## src/rtl/stream_mux_pkg.sv

```systemverilog
// Shared constants for the round-robin stream multiplexer.
package stream_mux_pkg;
   localparam logic MODE_MANUAL = 1'b0;
   localparam logic MODE_RR     = 1'b1;
   localparam int   DEF_WIDTH   = 5;
   localparam int   DEF_N       = 4;
endpackage

```

## src/rtl/rr_arbiter.sv

```systemverilog
// Combinational round-robin arbiter: first requester at or after ptr, wrapping modulo N.
module rr_arbiter #(
   parameter  int N    = 4,
   localparam int SELW = (N > 1) ? $clog2(N) : 1
) (
   input  logic [N-1:0]    req,
   input  logic [SELW-1:0] ptr,
   output logic [N-1:0]    grant,
   output logic [SELW-1:0] idx
);

   logic [SELW:0] cand;
   logic          found;

   // Scan N candidates starting at ptr; ptr is always < N so one subtract wraps.
   always_comb begin
      grant = '0;
      idx   = '0;
      found = 1'b0;
      cand  = '0;
      for (int k = 0; k < N; k++) begin
         cand = {1'b0, ptr} + (SELW+1)'(k);
         if (cand >= (SELW+1)'(N)) cand = cand - (SELW+1)'(N);
         if (!found && req[cand[SELW-1:0]]) begin
            found                    = 1'b1;
            grant[cand[SELW-1:0]]    = 1'b1;
            idx                      = cand[SELW-1:0];
         end
      end
   end

endmodule

```

## src/rtl/stream_mux_rr.sv

```systemverilog
// N-channel registered stream mux with manual or round-robin channel selection.
module stream_mux_rr
   import stream_mux_pkg::*;
#(
   parameter  int WIDTH = DEF_WIDTH,
   parameter  int N     = DEF_N,
   localparam int SELW  = (N > 1) ? $clog2(N) : 1
) (
   input  logic               clk,
   input  logic               rst_n,
   input  logic [N*WIDTH-1:0] in_data,
   input  logic [N-1:0]       in_valid,
   output logic [N-1:0]       in_ready,
   input  logic               mode,
   input  logic [SELW-1:0]    sel,
   output logic [WIDTH-1:0]   out_data,
   output logic [SELW-1:0]    out_chan,
   output logic               out_valid,
   input  logic               out_ready
);

   logic [SELW-1:0]  ptr;
   logic [N-1:0]     rr_grant, man_grant, grant;
   logic [SELW-1:0]  rr_idx, win_idx;
   logic [WIDTH-1:0] win_data;
   logic             slot_free, xfer;

   rr_arbiter #(.N(N)) u_arb (
      .req   (in_valid),
      .ptr   (ptr),
      .grant (rr_grant),
      .idx   (rr_idx)
   );

   // Manual grant: one-hot on sel; an out-of-range sel matches no channel.
   always_comb begin
      man_grant = '0;
      for (int i = 0; i < N; i++) man_grant[i] = (sel == SELW'(i));
   end

   assign grant     = (mode == MODE_RR) ? rr_grant : man_grant;
   assign win_idx   = (mode == MODE_RR) ? rr_idx : sel;
   assign slot_free = !out_valid || out_ready;
   // Nothing is accepted while reset is held.
   assign in_ready  = grant & {N{slot_free & rst_n}};
   assign xfer      = |(in_valid & in_ready);

   // One-hot AND-OR data select from the granted channel.
   always_comb begin
      win_data = '0;
      for (int i = 0; i < N; i++)
         if (grant[i]) win_data = win_data | in_data[i*WIDTH +: WIDTH];
   end

   // Output register and RR pointer; pointer only advances on an RR transfer.
   always_ff @(posedge clk or negedge rst_n) begin
      if (!rst_n) begin
         out_valid <= 1'b0;
         out_data  <= '0;
         out_chan  <= '0;
         ptr       <= '0;
      end else if (xfer) begin
         out_valid <= 1'b1;
         out_data  <= win_data;
         out_chan  <= win_idx;
         if (mode == MODE_RR)
            ptr <= (rr_idx == SELW'(N-1)) ? '0 : SELW'(rr_idx + 1'b1);
      end else if (out_ready) begin
         out_valid <= 1'b0;
      end
   end

endmodule

```

## config.mk

```make
export PLATFORM = sky130hd
export DESIGN_NAME = stream_mux_rr
export DESIGN_NICKNAME = d
export VERILOG_FILES = /design/src/rtl/stream_mux_pkg.sv /design/src/rtl/rr_arbiter.sv /design/src/rtl/stream_mux_rr.sv
export SDC_FILE = /design/constraint.sdc
export NUM_CORES = 1
export LEC_CHECK = 0
export BUFFER_PORTS_ARGS = -buffer_cell sky130_fd_sc_hd__buf_4
export CORE_MARGIN = 3
export CORE_UTILIZATION = 55
export CTS_CLUSTER_SIZE = 16
export DETAILED_ROUTE_END_ITERATION = 7
export PLACE_DENSITY = 0.84
export SLEW_MARGIN = 20
export SYNTH_ARGS = -nofsm -noshare
export SYNTH_HDL_FRONTEND = slang
export SYNTH_SLANG_ARGS = --single-unit
```

## constraint.sdc

```tcl
create_clock -name clk -period 5.33 [get_ports clk]
set_input_delay 0.533 -clock clk [delete_from_list [all_inputs] [get_ports clk]]
set_output_delay 0.533 -clock clk [all_outputs]
set_load 0.03 [all_outputs]
```

==> results.sh <==
export IMPL_outcome="complete, no violations"
export IMPL_avgSynthCellArea_um2=9.60
export IMPL_hp_class="input port to asynchronous set/reset pin"
export IMPL_globalRoute_busiestLayer="met2"
export IMPL_die_x_um=57.4
export IMPL_cp_end_kind="output port"
export IMPL_drv_cap=0
export IMPL_p_total_w=0.000926
export IMPL_area_delta_synth_final_pct=19.0
export IMPL_drtIter0Drc=109
export IMPL_cts_buffer_depth=2
export IMPL_rsz0062_at_grt="no"
export IMPL_route_final_wire_length_mm=3.65
export IMPL_worstPathArrival_ps=3460
export IMPL_cts_tree="built"
export IMPL_clkTransAtPathRegs_ps=60
export IMPL_ys_seq_area_frac=0.173
export IMPL_antennaDiodeCount=0
export IMPL_crit_fanout=12
export IMPL_firstDrtPassIters=4
export IMPL_synthMuxAreaShare=0.192
export IMPL_globalRouteMet3Util=0.0407
export IMPL_fillers=172
export IMPL_crit_chain="bufinv_8, ha_1, or3b_4, a2111oi_4, o21ai_0, a41oi_1, nor2_1, nor2_1, buf_4"
export IMPL_final_common_cell="buf_4"
export IMPL_io_pins=42
export IMPL_grt_pass1_wl_mm=5.95
export IMPL_crit_type="flop to output port"
export IMPL_hpwl_mm=2.96
export IMPL_slew_headroom=0.575
export IMPL_vias=1346
export IMPL_final_nets=224
export IMPL_synthAdderAreaFrac=0.0604
export IMPL_synth_edf_count=0
export IMPL_power_leakage_nw=0.745
export IMPL_routed_via_density=6.29
export IMPL_cts_sinks=10
export IMPL_cpMostUsedCell="nor2_1"
export IMPL_ir_drop_mv=0.528
export IMPL_min_period_ps=3990
export IMPL_final_max_slew_viol_count=0
export IMPL_finalSetupTns_ps=0
export IMPL_met2_usage=0.366
export IMPL_met1_usage=0.294
export IMPL_postPlaceCellArea_um2=1690
export IMPL_port_buffer_count=41
export IMPL_synth_top_family_by_area="compound AO/OA/AOI/OAI gates"
export IMPL_die_h_um=57.4
export IMPL_globalplace_congestion=0.895
export IMPL_overflow=0
export IMPL_cts_hold_buffers_added=0
export IMPL_drive_gt1_frac=0.403
export IMPL_synth_net_count=188
export IMPL_antenna_found_initial=0
export IMPL_cts_setup_buffers=0
export IMPL_worstSetupStartpointType="flop"
export IMPL_antenna_left=0
export IMPL_mostFrequentLayoutCells="buf_4, o21ai_0, nand2_1, dfrtp_1, nor2_1"
export IMPL_worst_slew_pin_slew_ps=634
export IMPL_min_period_over_period=0.748
export IMPL_wire_per_inst_um=17.1
export IMPL_skew_ps=0.416
export IMPL_hold_viol_final=0
export IMPL_async_reset_ff_frac=1.00
export IMPL_ys_types=54
export IMPL_cts_max_level=1
export IMPL_slowest_delay_ps=620
export IMPL_drc=0
export IMPL_synth_area_um2=1450
export IMPL_root_buffer="clkbuf_4"
export IMPL_synthFlopType="dfrtp_1"
export IMPL_cp_required_ps=4800
export IMPL_core_rowCount=17
export IMPL_dieArea_um2=3290
export IMPL_cp_slowest_cell="dfrtp_1"
export IMPL_r2r_end="out_data[2]$_DFFE_PN0P_"
export IMPL_synthXorXnorAreaFrac=0.00604
export IMPL_cts_resized=0
export IMPL_start_util=0.614
export IMPL_numCtsBuffers=3
export IMPL_power_density_nw_per_um2=537
export IMPL_setup_viol=0
export IMPL_core_um2=2360
export IMPL_fmax_ghz=0.251
export IMPL_grt_pass1_vias=1286
export IMPL_grt_max_degree=16
export IMPL_clk_insertion_delay_late_ps=260
export IMPL_r2r_cells=9
export IMPL_hold_ws_ps=89.4
export IMPL_synth_compound_area_frac=0.275
export IMPL_grt_usage=0.227
export IMPL_rrSetupSlack_ps=1760
export IMPL_ys_ff_latch=10
export IMPL_synthSimpleGateAreaFrac=0.198
export IMPL_postSynthCellCount=151
export IMPL_stdcell_area_um2=1730
export IMPL_yosys_warnings=0
[registers in the layout, summed over array words and instances (netlist names), named ones only]
name,cells
out_data,5
out_valid,1
ptr,1
out_chan,2
[routing by layer]
layer | part of all wire | vias to the layer above
li1 | - | 649
met1 | 0.42 | 640
met2 | 0.50 | 49
met3 | 0.064 | 8
met4 | 0.018 | 0
met5 | 0 | -
[stage by stage]
| stage | utilization | cells | setup slack [ps] |
|---|---|---|---|
| final | 0.731 | 214 | 1340 |
| after global routing | 0.731 | 214 | 1100 |
| after CTS | 0.731 | 214 | 1370 |
| after detailed placement | 0.715 | 210 | 1660 |
| after global placement | 0.715 | 210 | 1750 |
| after floorplan | - | 151 | 1810 |
[cell usage after synthesis, types with 2 or more instances]
cell type,instances,area (µm²)
inv_1,5,18.8
dfrtp_1,10,250
a22oi_1,3,22.5
nor2_1,8,30.0
o21ai_1,4,20.0
ha_1,7,87.6
o21ai_0,16,80.1
mux2_2,4,45.0
a31oi_1,2,12.5
nand2_1,13,48.8
mux2i_1,5,50.1
o211a_1,3,30.0
mux2_4,6,90.1
nor2b_1,2,12.5
buf_4,3,22.5
nor3b_1,2,15.0
nor4_1,2,12.5
nand3_1,4,20.0
a21boi_2,2,22.5
a21oi_1,4,20.0
mux4_2,3,67.6
nand3b_1,3,22.5
nand4_1,4,25.0
buf_6,6,67.6
[cell type report]
| class | count | area [µm²] | area share |
|---|---|---|---|
| multi-input combinational | 125 | 1060 | 0.614 |
| clock buffer | 4 | 36.3 | 0.0210 |
| sequential | 10 | 250 | 0.145 |
| timing repair buffer | 41 | 308 | 0.178 |
| inverter | 6 | 36.3 | 0.0210 |
| tap | 28 | 35.0 | 0.0203 |
[cell families after synthesis]
kind of cell | Yosys count
xor+xnor | 1
buf+inv | 16
flops | 10
compound gates | 50
mux | 19
simple gates | 48
fa+ha+maj | 7
[worst max path at each step]
stage                        endpoint  slack, ps
after floorplan           in_ready[2]       1810
after global routing      in_ready[2]       1100
after CTS                 in_ready[2]       1370
after detailed placement  in_ready[2]       1660
final                     in_ready[2]       1340
after global placement    in_ready[2]       1750
[power breakdown]
| group | internal (W) | switching [W] |
|---|---|---|
| clock | 0.0000414 | 0.0000238 |
| sequential | 0.000114 | 0.0000472 |
| combinational | 0.000319 | 0.000381 |
| total | 0.000474 | 0.000452 |
[worst max-delay path, delay by kind of cell, from the launching register on]
kind | cells | cell delay (ps)
buf+inv | 2 | 460
compound gates | 3 | 1050
simple gates | 3 | 640
fa+ha+maj | 1 | 420
flops | 1 | 620
Note: power is estimated with default switching activity, not from simulation.
